`config.mk`:
```
export PLATFORM = sky130hd
export DESIGN_NAME = dma_fifo_reader_flat
export DESIGN_NICKNAME = d
export VERILOG_FILES = /design/src/rtl/dma_fifo_reader_if.sv /design/src/rtl/dma_fifo_reader.sv /design/src/flat_wrapper.sv
export SDC_FILE = /design/constraint.sdc
export NUM_CORES = 1
export LEC_CHECK = 0
export ABC_AREA = 1
export CAP_MARGIN = 20
export CORE_ASPECT_RATIO = 0.5
export CORE_MARGIN = 2
export CORE_UTILIZATION = 58
export DETAILED_ROUTE_END_ITERATION = 6
export PLACE_DENSITY = 0.86
export SYNTH_ARGS = -nofsm -noshare
export SYNTH_HDL_FRONTEND = slang
export SYNTH_SLANG_ARGS = --single-unit
```
`constraint.sdc`:
```
create_clock -name clk -period 5 [get_ports clk]
set_clock_uncertainty 0.15 [all_clocks]
set_input_delay 0.5 -clock clk [delete_from_list [all_inputs] [get_ports clk]]
set_output_delay 0.5 -clock clk [all_outputs]
set_load 0.01 [all_outputs]
```
`src/rtl/dma_fifo_reader_if.sv`:
```
`default_nettype none
// ============================================================================
// Module      : dma_fifo_reader_if
// Description : One DMA sequencer request slot (req/ack/end/rnw/addr/wd/rd).
//               The client drives the request side, the sequencer answers.
// Revision    : 1.0 - initial release
// ============================================================================
interface dma_fifo_reader_if;
  logic        dma_req;
  logic [20:0] dma_addr;
  logic        dma_rnw;
  logic [7:0]  dma_wd;
  logic        dma_ack;
  logic        dma_end;
  logic [7:0]  dma_rd;

  // Client side of the slot
  modport master (
    output dma_req, dma_addr, dma_rnw, dma_wd,
    input  dma_ack, dma_end, dma_rd
  );

  // Sequencer side of the slot
  modport slave (
    input  dma_req, dma_addr, dma_rnw, dma_wd,
    output dma_ack, dma_end, dma_rd
  );
endinterface
`default_nettype wire

```
`src/rtl/dma_fifo_reader.sv`:
```
`default_nettype none
// ============================================================================
// Module      : dma_fifo_reader
// Description : Read-only DMA client. Streams bytes from a sequential (optionally
//               looping) address range into a small first-word-fall-through
//               FIFO. In-flight reads are counted so the FIFO never overflows,
//               and reads still in flight across an init are discarded.
// Revision    : 1.0 - initial release
// ============================================================================
module dma_fifo_reader #(
  parameter int DEPTH_LOG = 3
) (
  input  wire logic        clk,
  input  wire logic        rst_n,
  input  wire logic        init,
  input  wire logic        ena,
  input  wire logic        loop,
  input  wire logic [20:0] start_addr,
  input  wire logic [20:0] end_addr,
  dma_fifo_reader_if.master dma,
  input  wire logic        rd_pop,
  output logic [7:0]       rd_data,
  output logic             rd_valid,
  output logic             done
);

  localparam int              DEPTH      = 1 << DEPTH_LOG;
  localparam int              CW         = DEPTH_LOG + 1;
  localparam logic [CW-1:0]   CNT_ONE    = 1;
  localparam logic [CW:0]     FULL_LEVEL = DEPTH[CW:0];
  localparam logic [DEPTH_LOG-1:0] PTR_ONE = 1;

  logic [7:0]           mem [DEPTH];
  logic [DEPTH_LOG-1:0] wptr;
  logic [DEPTH_LOG-1:0] rptr;
  logic [CW-1:0]        count;
  logic [CW-1:0]        pend;
  logic [CW-1:0]        drop;

  logic [CW-1:0]        count_next;
  logic [CW-1:0]        pend_next;
  logic [CW-1:0]        drop_next;
  logic [CW:0]          occupancy_next;
  logic                 done_next;
  logic                 new_ok;
  logic                 ack_now;
  logic                 push;
  logic                 pop;
  logic                 at_end;

  // An ack only means something while a request is actually presented
  assign ack_now = dma.dma_ack & dma.dma_req;
  // Ends landing in the init cycle belong to the flushed stream
  assign push    = dma.dma_end & (drop == '0) & ~init;
  assign pop     = rd_pop & (count != '0);
  assign at_end  = (dma.dma_addr == end_addr);

  assign dma.dma_rnw = 1'b1;
  assign dma.dma_wd  = 8'h00;
  assign rd_valid    = (count != '0);
  assign rd_data     = mem[rptr];

  // Post-edge counter values; request permission is judged on these so that
  // FIFO space is reserved for every read already acknowledged
  always_comb begin
    pend_next = pend;
    if (ack_now && !dma.dma_end) begin
      pend_next = pend + CNT_ONE;
    end else if (!ack_now && dma.dma_end) begin
      pend_next = pend - CNT_ONE;
    end

    count_next = count;
    if (init) begin
      count_next = '0;
    end else if (push && !pop) begin
      count_next = count + CNT_ONE;
    end else if (!push && pop) begin
      count_next = count - CNT_ONE;
    end

    drop_next = drop;
    if (init) begin
      drop_next = pend_next;
    end else if (dma.dma_end && (drop != '0)) begin
      drop_next = drop - CNT_ONE;
    end

    done_next = done;
    if (init) begin
      done_next = 1'b0;
    end else if (ack_now && at_end && !loop) begin
      done_next = 1'b1;
    end

    occupancy_next = {1'b0, count_next} + {1'b0, pend_next};
    new_ok = ena & ~done_next & (drop_next == '0) & (occupancy_next < FULL_LEVEL);
  end

  // Slot request, address sequencing and range completion
  always_ff @(posedge clk or negedge rst_n) begin
    if (!rst_n) begin
      dma.dma_req  <= 1'b0;
      dma.dma_addr <= '0;
      done         <= 1'b0;
    end else begin
      dma.dma_req <= ~init & (ack_now ? new_ok : (dma.dma_req | new_ok));
      done        <= done_next;
      if (init) begin
        dma.dma_addr <= start_addr;
      end else if (ack_now) begin
        if (at_end) begin
          if (loop) begin
            dma.dma_addr <= start_addr;
          end
        end else begin
          dma.dma_addr <= dma.dma_addr + 21'd1;
        end
      end
    end
  end

  // Occupancy, in-flight and discard counters
  always_ff @(posedge clk or negedge rst_n) begin
    if (!rst_n) begin
      count <= '0;
      pend  <= '0;
      drop  <= '0;
    end else begin
      count <= count_next;
      pend  <= pend_next;
      drop  <= drop_next;
    end
  end

  // FIFO pointers; init restarts both at slot zero
  always_ff @(posedge clk or negedge rst_n) begin
    if (!rst_n) begin
      wptr <= '0;
      rptr <= '0;
    end else if (init) begin
      wptr <= '0;
      rptr <= '0;
    end else begin
      if (push) begin
        wptr <= wptr + PTR_ONE;
      end
      if (pop) begin
        rptr <= rptr + PTR_ONE;
      end
    end
  end

  // FIFO storage; contents are only observed while count covers them
  always_ff @(posedge clk) begin
    if (push) begin
      mem[wptr] <= dma.dma_rd;
    end
  end

endmodule
`default_nettype wire

```
`src/flat_wrapper.sv`:
```
// flat-port wrapper written by rule: the top's interface ports become plain ports
module dma_fifo_reader_flat 
#(
  parameter int DEPTH_LOG = 3
)
  (clk, rst_n, init, ena, loop, start_addr, end_addr, rd_pop, rd_data, rd_valid, done, dma_dma_req, dma_dma_addr, dma_dma_rnw, dma_dma_wd, dma_dma_ack, dma_dma_end, dma_dma_rd);
  dma_fifo_reader_if dma_i ();
  input  wire logic clk;
  input  wire logic rst_n;
  input  wire logic init;
  input  wire logic ena;
  input  wire logic loop;
  input  wire logic [20:0] start_addr;
  input  wire logic [20:0] end_addr;
  input  wire logic rd_pop;
  output logic [7:0] rd_data;
  output logic rd_valid;
  output logic done;
  output wire logic [$bits(dma_i.dma_req)-1:0] dma_dma_req;
  output wire logic [$bits(dma_i.dma_addr)-1:0] dma_dma_addr;
  output wire logic [$bits(dma_i.dma_rnw)-1:0] dma_dma_rnw;
  output wire logic [$bits(dma_i.dma_wd)-1:0] dma_dma_wd;
  input wire logic [$bits(dma_i.dma_ack)-1:0] dma_dma_ack;
  input wire logic [$bits(dma_i.dma_end)-1:0] dma_dma_end;
  input wire logic [$bits(dma_i.dma_rd)-1:0] dma_dma_rd;
  assign dma_dma_req = dma_i.dma_req;
  assign dma_dma_addr = dma_i.dma_addr;
  assign dma_dma_rnw = dma_i.dma_rnw;
  assign dma_dma_wd = dma_i.dma_wd;
  assign dma_i.dma_ack = dma_dma_ack;
  assign dma_i.dma_end = dma_dma_end;
  assign dma_i.dma_rd = dma_dma_rd;
  dma_fifo_reader #(.DEPTH_LOG(DEPTH_LOG)) u_core (.clk(clk), .rst_n(rst_n), .init(init), .ena(ena), .loop(loop), .start_addr(start_addr), .end_addr(end_addr), .dma(dma_i), .rd_pop(rd_pop), .rd_data(rd_data), .rd_valid(rd_valid), .done(done));
endmodule
```
==> summary.txt, run 1 <==
STA
  – Setup_tns: 0 ns
  – Final Slew Violations: 0
  – RSZ-0062 raised after global routing: no
  – Maximum clock frequency: 283 MHz
  – Final setup fails: 0
  – Final period util: 0.707
  – Crit path time final: 3.53 ns
  – Slew headroom: 0.381
  – Slew @ Worst Pin: 0.926 ns
  – Worst setup margin: 1.47 ns
  – Final-report hold violation count: 0

Power and ir drop
  – Worst vdd ir: roughly 0.18 mV
  – Psw: between 0.0009 and 0.001 W
  – Switch share: 0.351
  – Seq pwr share: 0.398
  – Internal Power: 0.00179 W
  – Clock Power Share: 0.269
  – Pwr dens: 390 nW/um^2
  – Comb power frac: 0.333
  – Leakage power: ~2.9 nW

Finish
  – Register area: about 3000 sq um
  – Area grow syn2layout: 21.3%
  – Diodes inserted: 0
  – Multi-input gate area: 2470 sq um
  – Design Area, Final: 7080 sq um
  – Share of post-route cells with drive strength above 1: 0.145
  – Fillers: between 700 and 800
  – Layout Nets: 797

Synthesis
  – Top FF cell, synth: edfxtp_1
  – Synth area leader: edfxtp_1
  – Area contributors post-synth: edfxtp_1 (33%), dfrtp_1 (18%), nand2_1 (7.6%)
  – Most common cell in the synthesized netlist: nand2_1
  – Post-synthesis cell count: 644
  – Register bit count reported by yosys: about 110
  – Top cells by count, synth: nand2_1 (118), nor2_1 (80), edfxtp_1 (64)
  – Seq/Total Area, Yosys: 0.505
  – Syn. warnings: 0
  – Synth unique cells: 37
  – Avg Inst Size Synth: 9.06 sq um
  – Asr flop ratio synth: 0.390
  – Mapped Area: around 5800 sq um
  – Post-synth EDFFs: 64
  – Synth top area share: 0.329

Floorplanning
  – Num ports: 99
  – Die width: 146 microns
  – Site Rows: 25
  – Initial Utilization: 0.608
  – Die footprint: 10900 sq um
  – Core area: ~9600 sq um
  – Die span in y: 74.9 microns

Clock network
  – # H-tree levels: 3
  – TritonCTS Buffers: 9
  – # resized after CTS: 0
  – CTS root buf: clkbuf_16
  – CTS sink cnt: 105
  – Clock Path Buffers: 2
  – Post-CTS setup buffers: 0
  – Clk slew on worst S/H paths: 0.08 ns
  – CTS tree: yes
  – CTS Hold Buffers Added: 0
  – Clk_lat worst skew: 0.35 ns

Route
  – DR iter-0 viols: roughly 330
  – Vias/cell: 5.39
  – Pre-antenna DRT Iters: 5
  – Via Count: 4677
  – Drt drc: 0
  – Wirelength per Cell: 15.3 microns
  – DRT antenna net count: 0
  – Routed WL: 13200 microns

Worst setup path
  – Req. time, crit path: between 4 and 5 ns
  – Crit Path Max Fanout: 34
  – Worst Setup Path Type: flip-flop to output pin
  – Reg2Reg Depth: 15
  – Startpoint types: flip-flop
  – Critical Path AT: 2.88 ns
  – CP Capture Type: output pin

Global route
  – Vias in the first global route: 4462
  – Global-route wire length before repair: 21500 microns
  – Tot GR Track Use: 0.256
  – Initial antenna violation count: 0
  – Grt total ovfl: 0
  – Largest net degree at the start of global routing: 43

Placement
  – Placed cell area: 6760 sq um
  – Routability cong.: around 0.86
  – Buffers on Ports: 89
  – Setup WS pre-CTS: ~1.2 ns
  – Detail Placement HPWL: 9250 microns

Run status
  – Run status: finished clean

Run
  – Max cap viols: 0

Min path
  – Hold crit path type: input port to asynchronous set/reset pin
## per-layer routing
metal  vias to the layer above  wire length, microns  global-route usage
li1                       2294                     -                   -
met5                         -                     0                   0
met3                        14                   839              0.0545
met4                         0                   144              0.0806
met1                      2184                  5620               0.311
met2                       185                  6640               0.473
## worst max-delay path: stages (launching register included)
cell             delay (ns)
dfrtp_1                0.36
buf_4                  0.24
inv_1                  0.71
o21ai_0                0.18
o22ai_1                0.20
nor2_1                 0.06
a31oi_1                0.20
clkdlybuf4s50_1        0.57
## cells in the final DEF (no fill, tap or decap), types with 6 or more instances in the layout
cell type / n
inv_1: 53
xor2_1: 21
nor2_1: 80
nand2_2: 24
nor3_1: 12
nand3_1: 29
conb_1: 9
o21ai_0: 45
dfrtp_1: 41
o21ai_2: 30
edfxtp_1: 64
nand2_1: 118
clkbuf_16: 9
nand3_2: 6
ha_1: 12
xnor2_1: 9
nand4_1: 9
a31oi_1: 10
a21oi_1: 9
clkdlybuf4s50_1: 88
o22ai_1: 8
buf_4: 6
nor2_2: 6
inv_2: 12
## metrics by stage
step	std cells	hold WS (ns)	total power, W	utilization
global placement	851	0.399	0.00200	0.704
floorplan	651	0.0544	0.00168	-
detailed placement	851	0.410	0.00203	0.704
finish	867	0.129	0.00276	0.737
CTS	867	0.161	0.00277	0.737
global route	867	0.204	0.00292	0.737
## final cells by class
type	count	share of cell area
clock buffer	9	0.0318
clock inverter	7	0.0133
inverter	66	0.0350
multi-input combinational	450	0.348
sequential	105	0.416
tap	135	0.0239
timing repair buffer	95	0.131
## power groups by stage
stage	logic [W]	registers, W	clock network (W)
CTS	0.000919	0.00110	0.000751
global route	0.00103	0.00111	0.000784
finish	0.000920	0.00110	0.000743
global placement	0.000885	0.00111	0
detailed placement	0.000911	0.00111	0
floorplan	0.000590	0.00109	0
## state kept, by name, summed over array words and instances (netlist names)
register	count
u_core.wptr	3
u_core.count	4
u_core.dma.dma_addr	21
u_core.drop	4
u_core.pend	4
u_core.rptr	3
u_core.mem	64
u_core.done	1
u_core.dma.dma_req	1
## final timing paths
path	startpoint	slack (ns)	end
min in group clk	u_core.count[2]$_DFF_PN0_	0.43	u_core.count[2]$_DFF_PN0_
max in group asynchronous	rst_n	3.98	u_core.rptr[2]$_DFFE_PN0P_
worst min-delay path	rst_n	0.13	u_core.dma.dma_addr[12]$_DFFE_PN0P_
worst max-delay path	u_core.rptr[0]$_DFFE_PN0P_	1.47	rd_data[5]
worst min register to register	u_core.count[2]$_DFF_PN0_	0.43	u_core.count[2]$_DFF_PN0_
worst max register to register	u_core.count[0]$_DFF_PN0_	1.87	u_core.dma.dma_req$_DFF_PN0_
## cells by family after synthesis
kind of cell | Yosys count | synth area share
simple gates | 293 | 0.229
xor+xnor | 30 | 0.0450
fa+ha+maj | 12 | 0.0257
buf+inv | 96 | 0.0780
other cells | 2 | 0.00129
flops | 105 | 0.505
compound gates | 106 | 0.116
Note: power is estimated with default switching activity, not from simulation.
==> run 2: changes to the inputs <==
- CORE_UTILIZATION: 58 -> 54
- PLACE_DENSITY: 0.86 -> 0.81
- clock period: 5 -> 3.3 ns (I/O delays scaled with it)
==> run 2 against run 1 <==
  * Worst setup slack worse by 1.1 ns
  * Critical endpoint is now u_core.dma.dma_req$_DFF_PN0_
  * Clock power up 35%
  * The flow now finishes with violations (hold timing)
  * Largest power group unchanged
  * Die area up 7.1%
  * Non-clock buffer count up 14
==> summary.txt, run 2 (same netlist as run 1, synthesis figures left out) <==
Finish
  – Share of post-route cells with drive strength above 1: 0.166
  – Multi-input gate area: 2500 sq um
  – Diodes inserted: 0
  – Commonest cells after routing, fill and taps aside: nand2_1 (116), clkdlybuf4s50_1 (88), nor2_1 (80), edfxtp_1 (64), inv_1 (52)
  – Largest Register: u_core.mem
  – Commonest non-fill, non-tap cell in the layout: nand2_1
  – Area grow syn2layout: 23.5%
  – Max reg flops: 64
  – Layout Nets: slightly above 800
  – Largest regs: u_core.mem x64, u_core.dma.dma_addr x21
  – Fillers: 837
  – Register area: 2950 sq um

STA
  – RSZ-0062 raised after global routing: no
  – Final period util: 0.899
  – Maximum clock frequency: around 340 MHz
  – Slew headroom: 0.339
  – Hold slack: -0.0328 ns
  – Final Slew Violations: 0
  – Crit path time final: 2.97 ns
  – Slew @ Worst Pin: 0.988 ns
  – Setup_tns: 0 ns
  – Final setup fails: 0
  – Final-report hold violation count: 35
  – Worst setup margin: 0.334 ns

Power and ir drop
  – Leakage power: 2.97 nW
  – Worst vdd ir: 0.462 mV
  – Pwr dens: between 500 and 600 nW/um^2

Worst setup path
  – Top cell family by delay on the critical path: simple AND/OR/NAND/NOR gates
  – CP Capture Type: flip-flop
  – Startpoint types: flip-flop
  – Req. time, crit path: 3.41 ns
  – Crit-path max cell delay: ~0.44 ns
  – Crit Path Max Fanout: 7
  – Critical path, cell by cell: inv_1 -> ha_1 -> nand2_1 -> nand2_2 -> inv_2 -> nand2_2 -> nor4_4 -> a21oi_1 -> a21oi_1 -> nor3_2 -> ha_1 -> nor4_1 -> nand4_1 -> nor2_1 -> nand3_1 -> a21oi_1
  – Most used cell along the critical path: a21oi_1
  – Worst Setup Path Type: flip-flop to flip-flop
  – Critical path buffers and inverters: 2
  – Critical Path AT: 3.08 ns
  – CP max-delay cell: dfrtp_1

Floorplanning
  – Num ports: slightly below 100
  – Die width: 151 microns
  – Die span in y: around 78 microns
  – Die footprint: 11700 sq um
  – Core area: around 10000 sq um
  – Initial Utilization: 0.564
  – Site Rows: 26

Global route
  – Grt total ovfl: 0
  – Global-route wire length before repair: 21600 microns
  – Tot GR Track Use: 0.237
  – Initial antenna violation count: 0
  – Largest net degree at the start of global routing: 42
  – Vias in the first global route: between 4000 and 5000

Clock network
  – TritonCTS Buffers: 9
  – # H-tree levels: 3
  – Clock Path Buffers: 2
  – Clk slew on worst S/H paths: 0.07 ns
  – CTS root buf: clkbuf_16
  – Clk_lat worst skew: 0.34 ns
  – CTS sink cnt: 105
  – CTS tree: yes

Run
  – Max cap viols: 0

Route
  – Wirelength per Cell: 15.0 microns
  – Drt drc: 0
  – Routed WL: 13300 microns
  – DRT antenna net count: 0
  – Via Count: 4717
  – Vias/cell: 5.32
  – DR iter-0 viols: 282
  – Pre-antenna DRT Iters: 4

Placement
  – Buffers on Ports: 89
  – Routability cong.: 0.868
  – Setup WS pre-CTS: 0.176 ns
  – Detail Placement HPWL: 9500 microns

Min path
  – Hold crit path type: input port to asynchronous set/reset pin

Run status
  – Run status: finished, violations left
  – Violated checks: hold timing
==> run 2: report_power, final <==
part           switching (W)  internal, W  total [W]
Combinational       0.000820     0.000663    0.00148
Clock               0.000480     0.000522    0.00100
Sequential          0.000157      0.00151    0.00167
Total                0.00146      0.00269    0.00415
==> run 2: worst paths after layout <==
| kind | startpoint | end | slack, ns | depth (start not counted) |
|---|---|---|---|---|
| worst max-delay path | u_core.count[0]$_DFF_PN0_ | u_core.dma.dma_req$_DFF_PN0_ | 0.33 | 16 |
| worst min-delay path | rst_n | u_core.dma.dma_addr[20]$_DFFE_PN0P_ | -0.03 | 1 |
| worst max register to register | u_core.count[0]$_DFF_PN0_ | u_core.dma.dma_req$_DFF_PN0_ | 0.33 | 16 |
| worst min register to register | u_core.pend[2]$_DFF_PN0_ | u_core.pend[2]$_DFF_PN0_ | 0.42 | 1 |
| max in group asynchronous | rst_n | u_core.pend[2]$_DFF_PN0_ | 2.43 | 1 |
| min in group clk | u_core.pend[2]$_DFF_PN0_ | u_core.pend[2]$_DFF_PN0_ | 0.42 | 1 |
==> run 2: layer usage <==
layer	global-route usage	up-vias	part of all wire	wire length (microns)
met5	0	-	0	0
met1	0.308	2226	0.44	5880
met4	0.0607	0	0.013	168
met3	0.0500	21	0.052	691
met2	0.408	146	0.49	6590
li1	-	2324	-	-
==> run 2: final cells by class <==
type | instances | area share
Tap cell | 140 | 0.0243
Clock buffer | 10 | 0.0318
Sequential cell | 105 | 0.409
Multi-Input combinational cell | 450 | 0.346
Clock inverter | 6 | 0.00660
Inverter | 66 | 0.0344
Timing Repair Buffer | 109 | 0.147
==> run 2: worst reg2reg max path: cells and delay by family, from the launching register on <==
family | cells | cell delay, ns
simple gates | 9 | 1.25
fa+ha+maj | 2 | 0.52
flops | 1 | 0.44
compound gates | 3 | 0.35
buf+inv | 2 | 0.21
==> run 2: timing repair <==
action,4_1_cts,5_1_grt
endpoints found under the setup margin,0,1
hold buffers,0,0
buffers inserted,0,1
gates resized for setup,0,7
==> run 2: metrics by stage <==
step	util	std cells	hold slack, ns	instance area (sq um)	power, W
2_1_floorplan	-	651	-0.116	5860	0.00255
3_3_place_gp	0.666	869	0.369	6890	0.00307
3_5_place_dp	0.666	869	0.378	6890	0.00312
4_1_cts	0.693	885	0.00682	7170	0.00412
5_1_grt	0.696	886	0.0508	7200	0.00441
6_report	0.696	886	-0.0328	7200	0.00415
